File: config.mk
export PLATFORM = sky130hd
export DESIGN_NAME = ham_encoder_tx
export DESIGN_NICKNAME = d
export VERILOG_FILES = /design/src/rtl/ham_encoder_tx.sv
export SDC_FILE = /design/constraint.sdc
export NUM_CORES = 1
export LEC_CHECK = 0
export ABC_CLOCK_PERIOD_IN_PS = 6700
export CORE_AREA = 10 10 87 89
export DETAILED_ROUTE_END_ITERATION = 7
export DIE_AREA = 0 0 97 99
export GPL_TIMING_DRIVEN = 0
export PLACE_DENSITY_LB_ADDON = 0.15
export SLEW_MARGIN = 20
export SYNTH_ARGS = -nofsm -noshare
export SYNTH_HDL_FRONTEND = slang
export SYNTH_SLANG_ARGS = --single-unit
File: constraint.sdc
create_clock -name clk -period 6.7 [get_ports clk]
set_input_delay 1.675 -clock clk [delete_from_list [all_inputs] [get_ports clk]]
set_output_delay 1.675 -clock clk [all_outputs]
set_load 0.01 [all_outputs]
File: src/rtl/ham_encoder_tx.sv
// ---------------------------------------------------------------------------
// ham_encoder_tx
//
// Transmit side of the Hamming(7,4) link. Data nibbles arrive on a
// valid/ready interface. Each one is encoded into a 7-bit codeword, written
// into a small show-ahead FIFO, and presented to the decoder side on a second
// valid/ready interface.
//
// Optional single-bit error injection is built only when the macro
// HAM_ERR_INJ_EN is defined. In the default build, err_pos and err_arm are
// ignored and inj_count is tied to zero.
//
// Parameters
//   FIFO_DEPTH  codeword buffer entries (power of two, >= 2)
//   CNT_W       width of tx_count and inj_count
//
// Ports
//   clk        single clock; all state changes on the rising edge
//   rst        synchronous active-high reset
//   in_data    data nibble {d4,d3,d2,d1}
//   in_valid   in_data is valid
//   in_ready   a nibble can be accepted this cycle
//   out_cw     codeword; bit i-1 holds Hamming position i
//   out_valid  out_cw is valid
//   out_ready  the consumer takes out_cw this cycle
//   err_pos    injection position: 0 = none, 1..7 = flip that position
//   err_arm    one-cycle pulse that latches err_pos and arms one injection
//   tx_count   number of codewords delivered (output handshakes)
//   inj_count  number of codewords written with an injected error
// ---------------------------------------------------------------------------
module ham_encoder_tx #(
    parameter int FIFO_DEPTH = 4,
    parameter int CNT_W      = 16
) (
    input  logic             clk,
    input  logic             rst,
    input  logic [3:0]       in_data,
    input  logic             in_valid,
    output logic             in_ready,
    output logic [6:0]       out_cw,
    output logic             out_valid,
    input  logic             out_ready,
    input  logic [2:0]       err_pos,
    input  logic             err_arm,
    output logic [CNT_W-1:0] tx_count,
    output logic [CNT_W-1:0] inj_count
);

    localparam int PTR_W = $clog2(FIFO_DEPTH);
    localparam int OCC_W = PTR_W + 1;

    // Hamming(7,4) encoder. Result layout is {p1,p2,d1,p3,d2,d3,d4} for
    // positions 1..7, stored LSB first.
    function automatic logic [6:0] ham_encode(input logic [3:0] d);
        logic p1, p2, p3;
        p1 = d[0] ^ d[1] ^ d[3];
        p2 = d[0] ^ d[2] ^ d[3];
        p3 = d[1] ^ d[2] ^ d[3];
        return {d[3], d[2], d[1], p3, d[0], p2, p1};
    endfunction

    logic [6:0]       mem [FIFO_DEPTH];
    logic [PTR_W-1:0] wr_ptr;
    logic [PTR_W-1:0] rd_ptr;
    logic [OCC_W-1:0] occ;
    logic [6:0]       last_cw;
    logic             full;
    logic             empty;
    logic             do_push;
    logic             do_pop;
    logic [6:0]       inj_mask;
    logic [6:0]       wr_cw;

    assign full      = (occ == OCC_W'(FIFO_DEPTH));
    assign empty     = (occ == '0);
    assign in_ready  = !full && !rst;
    assign out_valid = !empty;
    assign do_push   = in_valid && in_ready;
    assign do_pop    = out_valid && out_ready;

    // When the FIFO is empty, last_cw keeps the most recently delivered
    // codeword on the output. After reset it holds zero, so entries left in
    // the memory array can never reach out_cw.
    assign out_cw = empty ? last_cw : mem[rd_ptr];

    // The encoding and any injected flip are applied here, so the FIFO
    // stores final codewords.
    assign wr_cw = ham_encode(in_data) ^ inj_mask;

    // Storage: write stage
    always_ff @(posedge clk) begin
        if (do_push) begin
            mem[wr_ptr] <= wr_cw;
        end
    end

    // Pointer and occupancy control: a simultaneous push and pop leave the
    // occupancy unchanged.
    always_ff @(posedge clk) begin
        if (rst) begin
            wr_ptr <= '0;
            rd_ptr <= '0;
            occ    <= '0;
        end else begin
            if (do_push) begin
                wr_ptr <= wr_ptr + PTR_W'(1);
            end
            if (do_pop) begin
                rd_ptr <= rd_ptr + PTR_W'(1);
            end
            case ({do_push, do_pop})
                2'b10:   occ <= occ + OCC_W'(1);
                2'b01:   occ <= occ - OCC_W'(1);
                default: occ <= occ;
            endcase
        end
    end

    // Delivered-codeword holding register and delivery counter
    always_ff @(posedge clk) begin
        if (rst) begin
            last_cw  <= '0;
            tx_count <= '0;
        end else if (do_pop) begin
            last_cw  <= mem[rd_ptr];
            tx_count <= tx_count + CNT_W'(1);
        end
    end

`ifdef HAM_ERR_INJ_EN

    typedef enum logic {
        IDLE  = 1'b0,
        ARMED = 1'b1
    } inj_state_t;

    inj_state_t state;
    inj_state_t state_nxt;
    logic [2:0] err_pos_q;
    logic       inj_fire;

    // Injection FSM: state register
    always_ff @(posedge clk) begin
        if (rst) begin
            state     <= IDLE;
            err_pos_q <= '0;
            inj_count <= '0;
        end else begin
            state <= state_nxt;
            if (err_arm && (err_pos != 3'd0)) begin
                err_pos_q <= err_pos;
            end
            if (inj_fire) begin
                inj_count <= inj_count + CNT_W'(1);
            end
        end
    end

    // Injection FSM: next state and mask. A write in ARMED uses the
    // err_pos_q value from before this edge. An err_arm pulse in the same
    // cycle then decides the next state, so it can re-arm immediately.
    always_comb begin
        state_nxt = state;
        inj_fire  = 1'b0;
        inj_mask  = 7'd0;
        case (state)
            IDLE: begin
                state_nxt = IDLE;
            end
            ARMED: begin
                if (do_push) begin
                    inj_fire  = 1'b1;
                    inj_mask  = 7'd1 << (err_pos_q - 3'd1);
                    state_nxt = IDLE;
                end
            end
            default: begin
                state_nxt = IDLE;
            end
        endcase
        if (err_arm) begin
            state_nxt = (err_pos != 3'd0) ? ARMED : IDLE;
        end
    end

`else

    // Injection is not built: every codeword is written clean.
    logic unused_inj;

    assign unused_inj = ^{err_pos, err_arm};
    assign inj_mask   = 7'd0;
    assign inj_count  = '0;

`endif

endmodule

==> results of run 1 <==
through the flow:
| step | setup slack, ps | hold slack (ps) | area (um2) | utilization [%] |
|---|---|---|---|---|
| 5_1_grt | 1520 | 474 | 3460 | 59.2 |
| 2_1_floorplan | 2490 | 434 | 2840 | - |
| 3_3_place_gp | 1660 | 439 | 3250 | 55.5 |
| 4_1_cts | 1650 | 456 | 3460 | 59.2 |
| 6_report | 1710 | 458 | 3460 | 59.2 |
| 3_5_place_dp | 1660 | 445 | 3250 | 55.5 |
critical path, stage by stage:
cell and delay [ps]:
buf_2 190, buf_1 430, buf_1 430, a21oi_1 90, clkdlybuf4s50_1 500
kinds of logic after synthesis:
family / count (synthesis) / share of synthesized area, %
simple gates: 74 / 14.9
flops: 60 / 53.1
buf+inv: 35 / 7.50
xor+xnor: 20 / 6.55
mux: 18 / 10.4
compound gates: 17 / 3.99
fa+ha+maj: 7 / 3.41
other cells: 1 / 0.135
cells in the final DEF (no fill, tap or decap), drive strengths merged:
master and instances:
nor4b 1, a21oi 12, o21ai 2, o31ai 1, clkdlybuf4s50 31, nor3 1, nand4 5, xnor2 8
nor2b 3, dfxtp 32, inv 10, ha 6, clkinvlp 2, fa 1, nand3 5, and2 5
bufinv 2, o311a 1, or3 3, nor2 24, nand2 21, mux2 11, clkinv 3, edfxtp 28
conb 16, buf 24, clkbuf 10, and4 2, a211oi 1, and3 4, mux4 7, xor2 12
final timing paths:
check	startpoint	end	slack (ps)	cells after the start
max	rst	in_ready	1710	5
min	last_cw[3]	last_cw[3]	460	2
max reg2reg	occ[2]	occ[2]	4260	11
min reg2reg	last_cw[3]	last_cw[3]	460	2
power by group through the flow:
stage | logic [uW] | clock network (uW) | registers, uW
final | 360 | 348 | 449
after global routing | 392 | 375 | 454
after floorplan | 239 | 0 | 453
after CTS | 365 | 357 | 449
after global placement | 362 | 0 | 457
after detailed placement | 362 | 0 | 458
final cells by class:
| class | instances | area (um2) | share of cell area, % |
|---|---|---|---|
| buffer | 25 | 171 | 4.95 |
| clock buffer | 9 | 124 | 3.58 |
| clock inverter | 7 | 91.3 | 2.64 |
| inverter | 10 | 37.5 | 1.08 |
| multi-input combinational | 152 | 1150 | 33.3 |
| sequential | 60 | 1480 | 42.8 |
| tap | 75 | 93.8 | 2.71 |
| timing repair buffer | 31 | 310 | 8.96 |
flip-flops by register name (all words and copies together) (netlist names), named ones only:
name      flops
last_cw       7
occ           3
rd_ptr        2
mem          28
tx_count     16
wr_ptr        2
per-layer routing:
layer  GRT usage (%)  wire [um]
met2            17.2       2520
met5               0          0
met4            5.11         62
met1            12.6       2290
met3            4.96        371
==> impl_results.md, run 1 <==
- Hpwl dp: 3870 um
- Hold Buf Count CTS: 0
- Setup crit end kind: output pin
- Final Slew Violations: 0
- Clock power share: 30.1%
- Worst path arrival time: 3310 ps
- Worst path required time: 5030 ps
- Vias: 1749
- Share of layout cells above drive strength 1: 21.1%
- # rows: 28
- Internal: 821 uW
- VDD IR max: 0.189 mV
- Wire per inst: 14.2 um
- Switching Share: 29.0%
- Synth Flop Type: dfxtp_1
- Number of synthesized flops with an enable pin: 28
- Setup TNS: 0 ps
- Antenna cells: 0
- Clk sinks: 60
- YS warnings: 0
- CTS Root Cell: clkbuf_8
- Core region area: 5850 um2
- P_leak: 0.00131 uW
- Count leader, synth: dfxtp_1
- Htree depth: 3
- Netlist cell types: 41
- PortBufs: 31
- Seq/Total Area, Yosys: 53.1%
- Slew HR: 60.3%
- Starting density of the core: 47.6%
- NetSw: 336 uW
- Clock latency on the worst-skew pair: 330 ps
- Worst slew pin tran: 595 ps
- Initial antenna violation count: 0
- Final setup vio count: 0
- Gate power share: 31.1%
- Reg clk slew, reported paths: 70 ps
- DR iter-0 viols: 32
- Max capacitance violation total: 0
- Sequential share of power: 38.8%
- Total GRT Usage: 11.0%
- CTS tree: built
- RSZ-0062 raised after global routing: false
- Worst Path Max Fanout: 10
- Vias in the first global route: 1694
- DIE AREA: 9600 um2
- Top cell types by occurrence after synthesis: dfxtp_1 (32), edfxtp_1 (28), nor2_1 (24)
- Fmax: 200 MHz
- Post-layout min period: 4990 ps
- First drt pass iteration count: 4
- Non-Filler Instances: 369
- Layout Skew: 4.80 ps
- Final WL: 5240 um
- Status: completed
- Post_cts resized: 0
- Async set-reset flop share out of synthesis: 0%
- Die width: 97 um
- Via density: 4.74
- Synth Cell Area: 2790 um2
- Power Total: 1160 uW
- Average cell area after synthesis: 12.0 um2
- Worst Hold Class: reg -> reg
- Placed Cells: 353
- Seq cells post-synth: 60
- Ports: 53
- Max Buffers Root-to-Sink: 2
- GR Overflow Total: 0
- Yosys top cell area share: 30.2%
- Largest cells by area after synthesis: edfxtp_1 (30%), dfxtp_1 (23%), mux4_2 (5.7%)
- Yosys top cell by area: edfxtp_1
- CP Launch Type: input port
- Syn-to-layout area delta: 24.2%
- CTS buffer count: 9
- PwrDens: 334 nW/um2
- Setup bufs post-CTS: 0
- Final hold vios: 0
- Final Net Count: 308
- Final ANT Viol Nets: 0
- Post-Synthesis Cells: 232
- Fin crit share: 74.5%
- Critical path class: in -> out
- Global-route wire length before repair: 8500 um
- Fillers: 502
- Largest net degree at the start of global routing: 12
- RD Place Congestion: 0.695
- Die height: 99 um
- Drt drc: 0
No activity file was read; power rests on OpenSTA's default activity.
==> run 2: changes to the inputs <==
- ABC_CLOCK_PERIOD_IN_PS: 6700 -> 4100
- CORE_AREA: 10 10 87 89 -> 10 10 89 91
- DIE_AREA: 0 0 97 99 -> 0 0 99 101
- clock period: 6.7 -> 4.1 ns (I/O delays scaled with it)
==> impl_results.md, run 2 (synthesized netlist as in run 1, its figures left out) <==
- Status: completed
- Worst setup path startpoint: rst
- Via density: 4.69 (-1.1%)
- Reg clk slew, reported paths: 60 ps (about the same)
- CTS buffer count: 9 (unchanged)
- Clock latency on the worst-skew pair: 330 ps (about the same)
- Setup TNS: 0 ps (unchanged)
- Worst Hold Class: reg -> reg
- Post-layout min period: 3710 ps
- Slowest cell on crit path: clkdlybuf4s50_1
- Total GRT Usage: 11.2% (+0.18 points)
- Global-route wire length before repair: 8800 um (+3.5%)
- Setup bufs post-CTS: 0 (unchanged)
- Starting density of the core: 44.9% (-2.7 points)
- Core region area: 6200 um2 (+6.1%)
- VDD IR max: 0.254 mV (+34%)
- Vias in the first global route: 1750 (+3.3%)
- Worst Path Max Fanout: 10 (unchanged)
- Most used cell, CP: buf_1
- Final setup vio count: 0 (unchanged)
- Wire per inst: 14.1 um (-1.0%)
- Biggest regs: mem x28, tx_count x16, last_cw x7
- Die height: 101 um (+2.0%)
- Final hold vios: 0 (unchanged)
- Critical path class: in -> out
- Most frequent cells in the layout: dfxtp_1 (32), clkdlybuf4s50_1 (31), edfxtp_1 (28), nor2_1 (24), nand2_1 (20)
- Post_cts resized: 0 (unchanged)
- Worst path arrival time: 2690 ps (-620 ps)
- CP max stage delay: 510 ps (about the same)
- Layout Skew: 8.07 ps (+3.27 ps)
- Finished layout cell area: 3460 um2 (-0.22%)
- Setup crit end kind: output pin
- CP Launch Type: input port
- Antenna cells: 0 (unchanged)
- Ports: 53 (unchanged)
- PwrDens: 545 nW/um2 (+63%)
- CP Depth: 5 (unchanged)
- Biggest register: mem
- Htree depth: 3 (unchanged)
- Final Net Count: 308 (unchanged)
- R2R Path End: occ[2]
- Cells on worst reg2reg path: 11 (unchanged)
- # rows: 29 (+3.6%)
- RD Place Congestion: 0.787 (+13%)
- Dpl cell area: 3250 um2 (about the same)
- Vias: 1734 (-0.86%)
- DIE AREA: 10000 um2 (+4.1%)
- Max capacitance violation total: 0 (unchanged)
- Final WL: 5200 um (-0.74%)
- Reg2Reg Setup Slack: 1610 ps (-2650 ps)
- DR iter-0 viols: 38 (+19%)
- Hpwl dp: 3840 um (-0.93%)
- Share of layout cells above drive strength 1: 21.2% (+0.072 points)
- Initial antenna violation count: 0 (unchanged)
- Critical-path cell list: buf_2, buf_1, buf_1, a21oi_1, clkdlybuf4s50_1
- Slew HR: 63.4% (+3.1 points)
- Final ANT Viol Nets: 0 (unchanged)
- PortBufs: 31 (unchanged)
- Clk sinks: 60 (unchanged)
- Fmax: 269 MHz
- CTS Root Cell: clkbuf_8
- Worst path required time: 3070 ps (-1960 ps)
- Worst slew pin tran: 548 ps (-46.3 ps)
- Max Buffers Root-to-Sink: 2 (unchanged)
- Syn-to-layout area delta: 24.0%
- Max FFs per register: 28 (unchanged)
- CTS tree: built
- GR Overflow Total: 0 (unchanged)
- First drt pass iteration count: 4 (unchanged)
- Final Slew Violations: 0 (unchanged)
- Hold Buf Count CTS: 0 (unchanged)
- R2r startpoint: occ[2]
- Most common cell after layout, fill and taps aside: dfxtp_1
- Drt drc: 0 (unchanged)
- Largest delay contributor family on the critical path: buffers and inverters
- P_leak: 0.00131 uW (+0.12%)
- Fin crit share: 90.6%
- Die width: 99 um (+2.1%)
- Crit path buffers/inverters: 4 (unchanged)
- Setup crit end: in_ready
- RSZ-0062 raised after global routing: false
- Largest net degree at the start of global routing: 11 (-1)
==> run 2: cell count changes in the layout (fill, tap and decap cells not counted) <==
cell	change
clkinv_2	+2
clkbuf_1	+1
clkinv_1	-2
clkinv_4	-1
clkinvlp_4	-1
==> run 2: metal layers <==
metal | global-route usage (%) | share of wire [%]
met3 | 5.14 | 6.3
met4 | 4.96 | 1.2
met5 | 0 | 0
met2 | 17.6 | 50
met1 | 12.7 | 42
==> run 2: where the power goes <==
group          internal (uW)  switching, uW  leakage (uW)
registers                693           43.0      0.000514
clock network            336            216      0.000102
logic                    312            282      0.000695
==> run 2: worst min-delay path, cell delays in order, from the launching register on <==
cell and delay, ps:
dfxtp_1 310, nand2_1 50, a21oi_1 50
==> run 2: final cells by class <==
cell class	instances	area (um2)
Fill cell	554	2750
Sequential cell	60	1480
Multi-Input combinational cell	152	1150
Timing Repair Buffer	31	310
Buffer	25	171
Clock buffer	10	128
Tap cell	77	96.3
Clock inverter	5	77.6
Inverter	10	37.5
==> run 2: worst min path at each step <==
stage	to	slack, ps	startpoint	depth (start not counted)
2_1_floorplan	last_cw[0]	430	last_cw[0]	2
3_3_place_gp	last_cw[5]	440	last_cw[5]	2
3_5_place_dp	last_cw[5]	450	last_cw[5]	2
4_1_cts	last_cw[5]	460	last_cw[5]	2
5_1_grt	last_cw[4]	480	last_cw[4]	2
6_report	last_cw[0]	460	last_cw[0]	2
==> run 2: metrics by stage <==
| stage | setup WS (ps) | total power [uW] | hold slack (ps) | cells | utilization (%) |
|---|---|---|---|---|---|
| 3_5_place_dp | 352 | 1350 | 449 | 355 | 52.4 |
| 4_1_cts | 353 | 1910 | 457 | 370 | 55.7 |
| 5_1_grt | 198 | 1990 | 481 | 370 | 55.7 |
| 3_3_place_gp | 355 | 1340 | 439 | 355 | 52.4 |
| 2_1_floorplan | 1190 | 1130 | 434 | 247 | - |
| 6_report | 385 | 1880 | 459 | 370 | 55.7 |
